### src/rtl/id_ex_stage_if.sv
// Bundle between the decode stage, the forwarding sources and the ID/EX
// pipeline register. Decode-side and forwarding signals run into the
// stage; EX-side operands and controls come out of it.
interface id_ex_stage_if #(
    parameter int XLEN  = 32,
    parameter int RADDR = 5,
    parameter int CTRLW = 5
);
    logic             iValid;
    logic [RADDR-1:0] iRs1Addr;
    logic [RADDR-1:0] iRs2Addr;
    logic [RADDR-1:0] iRdAddr;
    logic [XLEN-1:0]  iRs1Data;
    logic [XLEN-1:0]  iRs2Data;
    logic [XLEN-1:0]  iImm;
    logic             iUseImm;
    logic [CTRLW-1:0] iAluCtrl;
    logic             iRegWrite;
    logic             iMemRead;
    logic             iMemWrite;
    logic             iFlush;
    logic [RADDR-1:0] iExMemRd;
    logic             iExMemRegWrite;
    logic [XLEN-1:0]  iExMemResult;
    logic [RADDR-1:0] iMemWbRd;
    logic             iMemWbRegWrite;
    logic [XLEN-1:0]  iMemWbResult;

    logic             oStall;
    logic             oValid;
    logic [CTRLW-1:0] oAluCtrl;
    logic [XLEN-1:0]  oA;
    logic [XLEN-1:0]  oB;
    logic [XLEN-1:0]  oStoreData;
    logic [RADDR-1:0] oRd;
    logic             oRegWrite;
    logic             oMemRead;
    logic             oMemWrite;

    modport master (
        output iValid, iRs1Addr, iRs2Addr, iRdAddr, iRs1Data, iRs2Data, iImm,
               iUseImm, iAluCtrl, iRegWrite, iMemRead, iMemWrite, iFlush,
               iExMemRd, iExMemRegWrite, iExMemResult,
               iMemWbRd, iMemWbRegWrite, iMemWbResult,
        input  oStall, oValid, oAluCtrl, oA, oB, oStoreData, oRd,
               oRegWrite, oMemRead, oMemWrite
    );

    modport slave (
        input  iValid, iRs1Addr, iRs2Addr, iRdAddr, iRs1Data, iRs2Data, iImm,
               iUseImm, iAluCtrl, iRegWrite, iMemRead, iMemWrite, iFlush,
               iExMemRd, iExMemRegWrite, iExMemResult,
               iMemWbRd, iMemWbRegWrite, iMemWbResult,
        output oStall, oValid, oAluCtrl, oA, oB, oStoreData, oRd,
               oRegWrite, oMemRead, oMemWrite
    );
endinterface

### src/rtl/id_ex_stage.sv
// ID/EX pipeline register feeding the ALU. Captures decoded fields, picks
// forwarded operands from EX/MEM or MEM/WB, stalls decode for one cycle on
// a load-use dependency (inserting a bubble) and drops the EX instruction
// on a branch flush.
module id_ex_stage #(
    parameter int XLEN  = 32,
    parameter int RADDR = 5,
    parameter int CTRLW = 5
) (
    input logic           iClk,
    input logic           iRst_n,
    id_ex_stage_if.slave  bus
);

    logic             validQ;
    logic [RADDR-1:0] rs1Q;
    logic [RADDR-1:0] rs2Q;
    logic [RADDR-1:0] rdQ;
    logic [XLEN-1:0]  rs1DataQ;
    logic [XLEN-1:0]  rs2DataQ;
    logic [XLEN-1:0]  immQ;
    logic             useImmQ;
    logic [CTRLW-1:0] aluCtrlQ;
    logic             regWriteQ;
    logic             memReadQ;
    logic             memWriteQ;

    logic             stall;
    logic [XLEN-1:0]  fwdRs1;
    logic [XLEN-1:0]  fwdRs2;

    // Load-use detection: the load in EX targets a register the decode
    // instruction reads (rs2 only counts if it is really used); flush wins.
    always_comb begin
        stall = 1'b0;
        if (bus.iValid && validQ && memReadQ && (rdQ != '0) && !bus.iFlush) begin
            if ((bus.iRs1Addr == rdQ) ||
                ((bus.iRs2Addr == rdQ) && (!bus.iUseImm || bus.iMemWrite))) begin
                stall = 1'b1;
            end
        end
    end

    // Pipeline register: flush and hazard both leave a bubble, else capture.
    always_ff @(posedge iClk or negedge iRst_n) begin
        if (!iRst_n) begin
            validQ    <= 1'b0;
            rs1Q      <= '0;
            rs2Q      <= '0;
            rdQ       <= '0;
            rs1DataQ  <= '0;
            rs2DataQ  <= '0;
            immQ      <= '0;
            useImmQ   <= 1'b0;
            aluCtrlQ  <= '0;
            regWriteQ <= 1'b0;
            memReadQ  <= 1'b0;
            memWriteQ <= 1'b0;
        end else if (bus.iFlush) begin
            validQ <= 1'b0;
        end else if (stall) begin
            validQ <= 1'b0;
        end else begin
            validQ    <= bus.iValid;
            rs1Q      <= bus.iRs1Addr;
            rs2Q      <= bus.iRs2Addr;
            rdQ       <= bus.iRdAddr;
            rs1DataQ  <= bus.iRs1Data;
            rs2DataQ  <= bus.iRs2Data;
            immQ      <= bus.iImm;
            useImmQ   <= bus.iUseImm;
            aluCtrlQ  <= bus.iAluCtrl;
            regWriteQ <= bus.iRegWrite;
            memReadQ  <= bus.iMemRead;
            memWriteQ <= bus.iMemWrite;
        end
    end

    // Operand forwarding: the younger EX/MEM result beats MEM/WB; x0 never forwards.
    always_comb begin
        fwdRs1 = rs1DataQ;
        fwdRs2 = rs2DataQ;
        if (bus.iExMemRegWrite && (bus.iExMemRd != '0) && (bus.iExMemRd == rs1Q)) begin
            fwdRs1 = bus.iExMemResult;
        end else if (bus.iMemWbRegWrite && (bus.iMemWbRd != '0) && (bus.iMemWbRd == rs1Q)) begin
            fwdRs1 = bus.iMemWbResult;
        end
        if (bus.iExMemRegWrite && (bus.iExMemRd != '0) && (bus.iExMemRd == rs2Q)) begin
            fwdRs2 = bus.iExMemResult;
        end else if (bus.iMemWbRegWrite && (bus.iMemWbRd != '0) && (bus.iMemWbRd == rs2Q)) begin
            fwdRs2 = bus.iMemWbResult;
        end
    end

    assign bus.oStall     = stall;
    assign bus.oValid     = validQ;
    assign bus.oAluCtrl   = aluCtrlQ;
    assign bus.oA         = fwdRs1;
    assign bus.oB         = useImmQ ? immQ : fwdRs2;
    assign bus.oStoreData = fwdRs2;
    assign bus.oRd        = rdQ;
    assign bus.oRegWrite  = regWriteQ & validQ;
    assign bus.oMemRead   = memReadQ & validQ;
    assign bus.oMemWrite  = memWriteQ & validQ;

endmodule

### src/flat_wrapper.sv
// flat-port wrapper written by rule: the top's interface ports become plain ports
module id_ex_stage_flat 
#(
    parameter int XLEN  = 32,
    parameter int RADDR = 5,
    parameter int CTRLW = 5
)
  (iClk, iRst_n, bus_iValid, bus_iRs1Addr, bus_iRs2Addr, bus_iRdAddr, bus_iRs1Data, bus_iRs2Data, bus_iImm, bus_iUseImm, bus_iAluCtrl, bus_iRegWrite, bus_iMemRead, bus_iMemWrite, bus_iFlush, bus_iExMemRd, bus_iExMemRegWrite, bus_iExMemResult, bus_iMemWbRd, bus_iMemWbRegWrite, bus_iMemWbResult, bus_oStall, bus_oValid, bus_oAluCtrl, bus_oA, bus_oB, bus_oStoreData, bus_oRd, bus_oRegWrite, bus_oMemRead, bus_oMemWrite);
  id_ex_stage_if #(.XLEN(XLEN), .RADDR(RADDR), .CTRLW(CTRLW)) bus_i ();
  input logic iClk;
  input logic iRst_n;
  input wire logic [$bits(bus_i.iValid)-1:0] bus_iValid;
  input wire logic [$bits(bus_i.iRs1Addr)-1:0] bus_iRs1Addr;
  input wire logic [$bits(bus_i.iRs2Addr)-1:0] bus_iRs2Addr;
  input wire logic [$bits(bus_i.iRdAddr)-1:0] bus_iRdAddr;
  input wire logic [$bits(bus_i.iRs1Data)-1:0] bus_iRs1Data;
  input wire logic [$bits(bus_i.iRs2Data)-1:0] bus_iRs2Data;
  input wire logic [$bits(bus_i.iImm)-1:0] bus_iImm;
  input wire logic [$bits(bus_i.iUseImm)-1:0] bus_iUseImm;
  input wire logic [$bits(bus_i.iAluCtrl)-1:0] bus_iAluCtrl;
  input wire logic [$bits(bus_i.iRegWrite)-1:0] bus_iRegWrite;
  input wire logic [$bits(bus_i.iMemRead)-1:0] bus_iMemRead;
  input wire logic [$bits(bus_i.iMemWrite)-1:0] bus_iMemWrite;
  input wire logic [$bits(bus_i.iFlush)-1:0] bus_iFlush;
  input wire logic [$bits(bus_i.iExMemRd)-1:0] bus_iExMemRd;
  input wire logic [$bits(bus_i.iExMemRegWrite)-1:0] bus_iExMemRegWrite;
  input wire logic [$bits(bus_i.iExMemResult)-1:0] bus_iExMemResult;
  input wire logic [$bits(bus_i.iMemWbRd)-1:0] bus_iMemWbRd;
  input wire logic [$bits(bus_i.iMemWbRegWrite)-1:0] bus_iMemWbRegWrite;
  input wire logic [$bits(bus_i.iMemWbResult)-1:0] bus_iMemWbResult;
  output wire logic [$bits(bus_i.oStall)-1:0] bus_oStall;
  output wire logic [$bits(bus_i.oValid)-1:0] bus_oValid;
  output wire logic [$bits(bus_i.oAluCtrl)-1:0] bus_oAluCtrl;
  output wire logic [$bits(bus_i.oA)-1:0] bus_oA;
  output wire logic [$bits(bus_i.oB)-1:0] bus_oB;
  output wire logic [$bits(bus_i.oStoreData)-1:0] bus_oStoreData;
  output wire logic [$bits(bus_i.oRd)-1:0] bus_oRd;
  output wire logic [$bits(bus_i.oRegWrite)-1:0] bus_oRegWrite;
  output wire logic [$bits(bus_i.oMemRead)-1:0] bus_oMemRead;
  output wire logic [$bits(bus_i.oMemWrite)-1:0] bus_oMemWrite;
  assign bus_i.iValid = bus_iValid;
  assign bus_i.iRs1Addr = bus_iRs1Addr;
  assign bus_i.iRs2Addr = bus_iRs2Addr;
  assign bus_i.iRdAddr = bus_iRdAddr;
  assign bus_i.iRs1Data = bus_iRs1Data;
  assign bus_i.iRs2Data = bus_iRs2Data;
  assign bus_i.iImm = bus_iImm;
  assign bus_i.iUseImm = bus_iUseImm;
  assign bus_i.iAluCtrl = bus_iAluCtrl;
  assign bus_i.iRegWrite = bus_iRegWrite;
  assign bus_i.iMemRead = bus_iMemRead;
  assign bus_i.iMemWrite = bus_iMemWrite;
  assign bus_i.iFlush = bus_iFlush;
  assign bus_i.iExMemRd = bus_iExMemRd;
  assign bus_i.iExMemRegWrite = bus_iExMemRegWrite;
  assign bus_i.iExMemResult = bus_iExMemResult;
  assign bus_i.iMemWbRd = bus_iMemWbRd;
  assign bus_i.iMemWbRegWrite = bus_iMemWbRegWrite;
  assign bus_i.iMemWbResult = bus_iMemWbResult;
  assign bus_oStall = bus_i.oStall;
  assign bus_oValid = bus_i.oValid;
  assign bus_oAluCtrl = bus_i.oAluCtrl;
  assign bus_oA = bus_i.oA;
  assign bus_oB = bus_i.oB;
  assign bus_oStoreData = bus_i.oStoreData;
  assign bus_oRd = bus_i.oRd;
  assign bus_oRegWrite = bus_i.oRegWrite;
  assign bus_oMemRead = bus_i.oMemRead;
  assign bus_oMemWrite = bus_i.oMemWrite;
  id_ex_stage #(.XLEN(XLEN), .RADDR(RADDR), .CTRLW(CTRLW)) u_core (.iClk(iClk), .iRst_n(iRst_n), .bus(bus_i));
endmodule
### config.mk
export PLATFORM = sky130hd
export DESIGN_NAME = id_ex_stage_flat
export DESIGN_NICKNAME = d
export VERILOG_FILES = /design/src/rtl/id_ex_stage_if.sv /design/src/rtl/id_ex_stage.sv /design/src/flat_wrapper.sv
export SDC_FILE = /design/constraint.sdc
export NUM_CORES = 1
export LEC_CHECK = 0
export CORE_MARGIN = 4
export CORE_UTILIZATION = 39
export DETAILED_ROUTE_END_ITERATION = 10
export GPL_TIMING_DRIVEN = 0
export PLACE_DENSITY = 0.78
export SLEW_MARGIN = 20
export SYNTH_ARGS = -nofsm -noshare
export SYNTH_HDL_FRONTEND = slang
export SYNTH_SLANG_ARGS = --single-unit
### constraint.sdc
create_clock -name iClk -period 2.3 [get_ports iClk]
set_input_delay 0.46 -clock iClk [delete_from_list [all_inputs] [get_ports iClk]]
set_output_delay 0.46 -clock iClk [all_outputs]
set_load 0.005 [all_outputs]
==> impl_metrics.yaml <==
clocking:
  numCtsBuffers: 17
  root_buffer: "clkbuf_16"
  clk_pin_slew_worst_paths_ps: 60
  cts_buffer_depth: 2
  htreeDepth: 4
  cts_tree: "built"
  clock-sinks: 121
  clock_latency_ps: 420
synthesis:
  synthXorXnorAreaFrac_pct: 3.63
  yosysSeqAreaShare_pct: 41.8
  netlist_area_mm2: 0.00724
  synth.ff_latch_count: 121
  synthMuxAreaShare_pct: 28.1
  synthAdderAreaFrac_pct: 0
  syn-num-nets: 808
  syn_inst: 608
  synthSimpleGateAreaFrac_pct: 8.22
  synth_top_family_by_area: "multiplexers"
  ys_warn_count: 0
  synth_compound_area_share_pct: 14.5
  synth.distinct_cells: 36
  syn_area_per_cell_um2: 11.9
worst_hold_path:
  hold_path.class: "input pin to register"
  holdPathStages: 2
  min_from: "bus_iRs2Addr[2]"
  hold_path_end: "u_core.rs2Q[2]$_DFFE_PN0P_"
global_routing:
  use_met3_pct: 7.11
  grt_max_degree: 75
  antenna_found_initial: 0
  grt_use_met2_pct: 47.8
  top_usage_layer: "met2"
  grt_pass1_wl_mm: 42.8
  grt_pass1_vias: 7502
  overflow: 0
  grt.met1_usage_pct: 32.5
  grt_use_total_pct: 27.2
routing:
  drt_iter0_drc: 316
  drcViolationCount: 0
  wirelength_mm: 30.7
  vias: 7090
  viasPerCell: 5.50
  drtAntennaViolNets: 0
  wire_per_inst_um: 23.9
  first_pass_iters: 5
pwr:
  power_density_mw_per_mm2: 579
  p_leak_uw: 0.00551
  internal_power_uw: 5560
  peakVddDrop_mv: 0.495
  switching_share_pct: 30.1
  power_frac_clock_pct: 34.3
  power_uw: 7960
  switching_power_uw: 2400
  seq_power_share_pct: 31.8
  combPwrFrac_pct: 33.9
floorplanning:
  die_x_um: 144
  io_pins: 311
  core.rowCount: 49
  core-area_mm2: 0.0181
  dieArea_mm2: 0.0208
  start_util_pct: 40.0
  die_y_um: 144
layout:
  layout.nets: 1246
  diodes: 0
  drive_gt1_share_pct: 47.1
  final_util_pct: 76.0
  area_growth_pct: 89.8
  layoutNonFillerInstCount: 1288
sta:
  skew_ps: 8.93
  rsz0062_at_grt: "true"
  slew_violations: 0
  hold_viol_final: 0
  max_clock_freq_mhz: 312
  tightest_slew_ps: 953
  final-setup-viol-count: 96
  fin_ws_ps: -905
  slew_headroom_pct: 36.5
  hold_ws_ps: 337
  post-route-min-period_ps: 3200
  post-route-period-util_pct: 139
worst_setup_path:
  cp-end-kind: "primary output"
  timing.rr.start: "u_core.bus.oRd[3]$_DFFE_PN0P_"
  r2r_slack_ps: 40
  crit_required_ps: 1840
  critPathKind: "register to primary output"
  worst_setup_path_start_kind: "register"
  cp-startpoint: "u_core.rs2Q[2]$_DFFE_PN0P_"
  crit_fanout: 8
  reg2reg_depth: 6
  r2r_end: "u_core.rs2DataQ[1]$_DFFE_PN0P_"
  cp_cell_sequence: "xor2_2, or4b_4, clkbuf_16, buf_8, o21ai_4, a31oi_4, mux2_4, buf_6"
  cp.arrival_ps: 2740
  critPathMaxStageDelay_ps: 690
  critPathSlowestCell: "or4b_4"
placed_design:
  place_inst: 1148
  hpwl_mm: 19.4
  dp_slack_ps: -1720
  port-buffer-count: 310
  gp_congestion: 0.833
status:
  status: "finished with violations"
  violations: "setup timing"
run:
  max-cap-violations: 0
## Yosys cell counts (all sizes together)
cell type | instances | area, um^2
and2 | 2 | 12.5
nor4 | 2 | 18.8
dfrtp | 121 | 3030
nor3 | 33 | 165
mux2i | 32 | 320
nand2b | 1 | 6.26
xor2 | 17 | 149
o21ba | 1 | 10.0
nand3 | 33 | 165
a22oi | 1 | 7.51
a31oi | 32 | 651
o211a | 1 | 10.0
nor2 | 37 | 139
nor4b | 1 | 15.0
clkbuf | 16 | 60.1
a21oi | 33 | 165
nand4 | 2 | 12.5
o211ai | 2 | 33.8
buf | 33 | 209
or4b | 1 | 13.8
nand2 | 1 | 3.75
mux2 | 152 | 1710
xnor2 | 13 | 114
or4 | 4 | 37.5
or2 | 1 | 6.26
o21ai | 34 | 170
inv | 2 | 7.51
## routing by layer
layer  part of all wire [%]  vias up  wire length (um)
li1                       -     3118                 -
met1                     39     3583             12000
met2                     52      329             15900
met3                    6.8       60              2100
met4                    2.5        0               754
met5                      0        -                 0
## logic make-up after synthesis
| group | count (synthesis) |
|---|---|
| xor gates and xnor gates | 30 |
| AOI/OAI and AO/OA | 104 |
| and+or+nand+nor | 118 |
| DFF | 121 |
| buffers and inverters | 51 |
| muxes | 184 |
## layout by cell type (no fill, tap or decap), types with 4 or more instances in the layout
master	count
a21oi_1	4
a21oi_2	22
a21oi_4	7
a31oi_4	32
buf_12	23
buf_16	5
buf_2	59
buf_4	31
buf_6	98
buf_8	10
clkbuf_1	6
clkbuf_16	27
clkbuf_2	14
clkdlybuf4s50_1	198
clkinvlp_4	5
dfrtp_1	118
dlygate4sd2_1	4
mux2_1	100
mux2_2	27
mux2_4	25
mux2i_1	14
mux2i_2	10
mux2i_4	8
nand3_1	33
nor2_1	12
nor2_2	7
nor2_4	18
nor3_1	30
o21ai_4	31
xnor2_1	8
xnor2_2	5
xor2_1	14
## stage by stage
step | TNS (ps) | instance area, um^2
2_1_floorplan | -4660 | 7250
3_3_place_gp | -715810 | 10600
3_5_place_dp | -199730 | 10700
4_1_cts | -64590 | 12900
5_1_grt | -72520 | 13700
6_report | -65780 | 13700
## power by group through the flow
stage / combinational (uW) / clock, uW / sequential (uW)
2_1_floorplan: 887 / 0 / 2470
5_1_grt: 2840 / 2870 / 2550
3_5_place_dp: 2060 / 0 / 2510
6_report: 2700 / 2730 / 2530
3_3_place_gp: 2030 / 0 / 2500
4_1_cts: 2430 / 2750 / 2510
## cell type report
cell class	count	area, um^2
Buffer	45	584
Inverter	2	7.51
Fill cell	1139	4340
Tap cell	229	287
Sequential cell	121	3030
Multi-Input combinational cell	436	4980
Clock buffer	19	443
Timing Repair Buffer	423	4260
Clock inverter	13	146
## how the worst max path moves through the flow
stage,cells after the start,end,slack [ps]
after floorplan,7,bus_oB[10],-150
after global placement,1,u_core.rs1DataQ[9]$_DFFE_PN0P_,-4300
after detailed placement,8,bus_oB[30],-1720
after CTS,8,bus_oB[14],-890
after global routing,8,bus_oB[2],-960
final,8,bus_oB[1],-900
## critical path: cells and delay by family, from the launching register on
kind	cells	cell delay (ps)
mux	1	280
buf+inv	3	460
xor+xnor	1	160
simple gates	1	690
compound gates	2	290
flops	1	440
## repair_timing
| action | CTS | global route |
|---|---|---|
| gates resized for setup | 644 | 198 |
| cloned | 8 | 5 |
| hold buffers | 1 | 0 |
| endpoints found under the setup margin | 197 | 197 |
| buffers inserted | 70 | 31 |
| endpoints found under the hold margin | 47 | 0 |
| pin swaps | 81 | 79 |
## state kept, by name, summed over array words and instances (netlist names)
name / flops
u_core.bus.oAluCtrl: 5
u_core.rs1DataQ: 32
u_core.bus.oRd: 5
u_core.immQ: 32
u_core.memWriteQ: 1
u_core.rs2Q: 5
u_core.useImmQ: 1
u_core.regWriteQ: 1
u_core.bus.oValid: 1
u_core.memReadQ: 1
u_core.rs2DataQ: 32
u_core.rs1Q: 5
No activity file was read; power rests on OpenSTA's default activity.
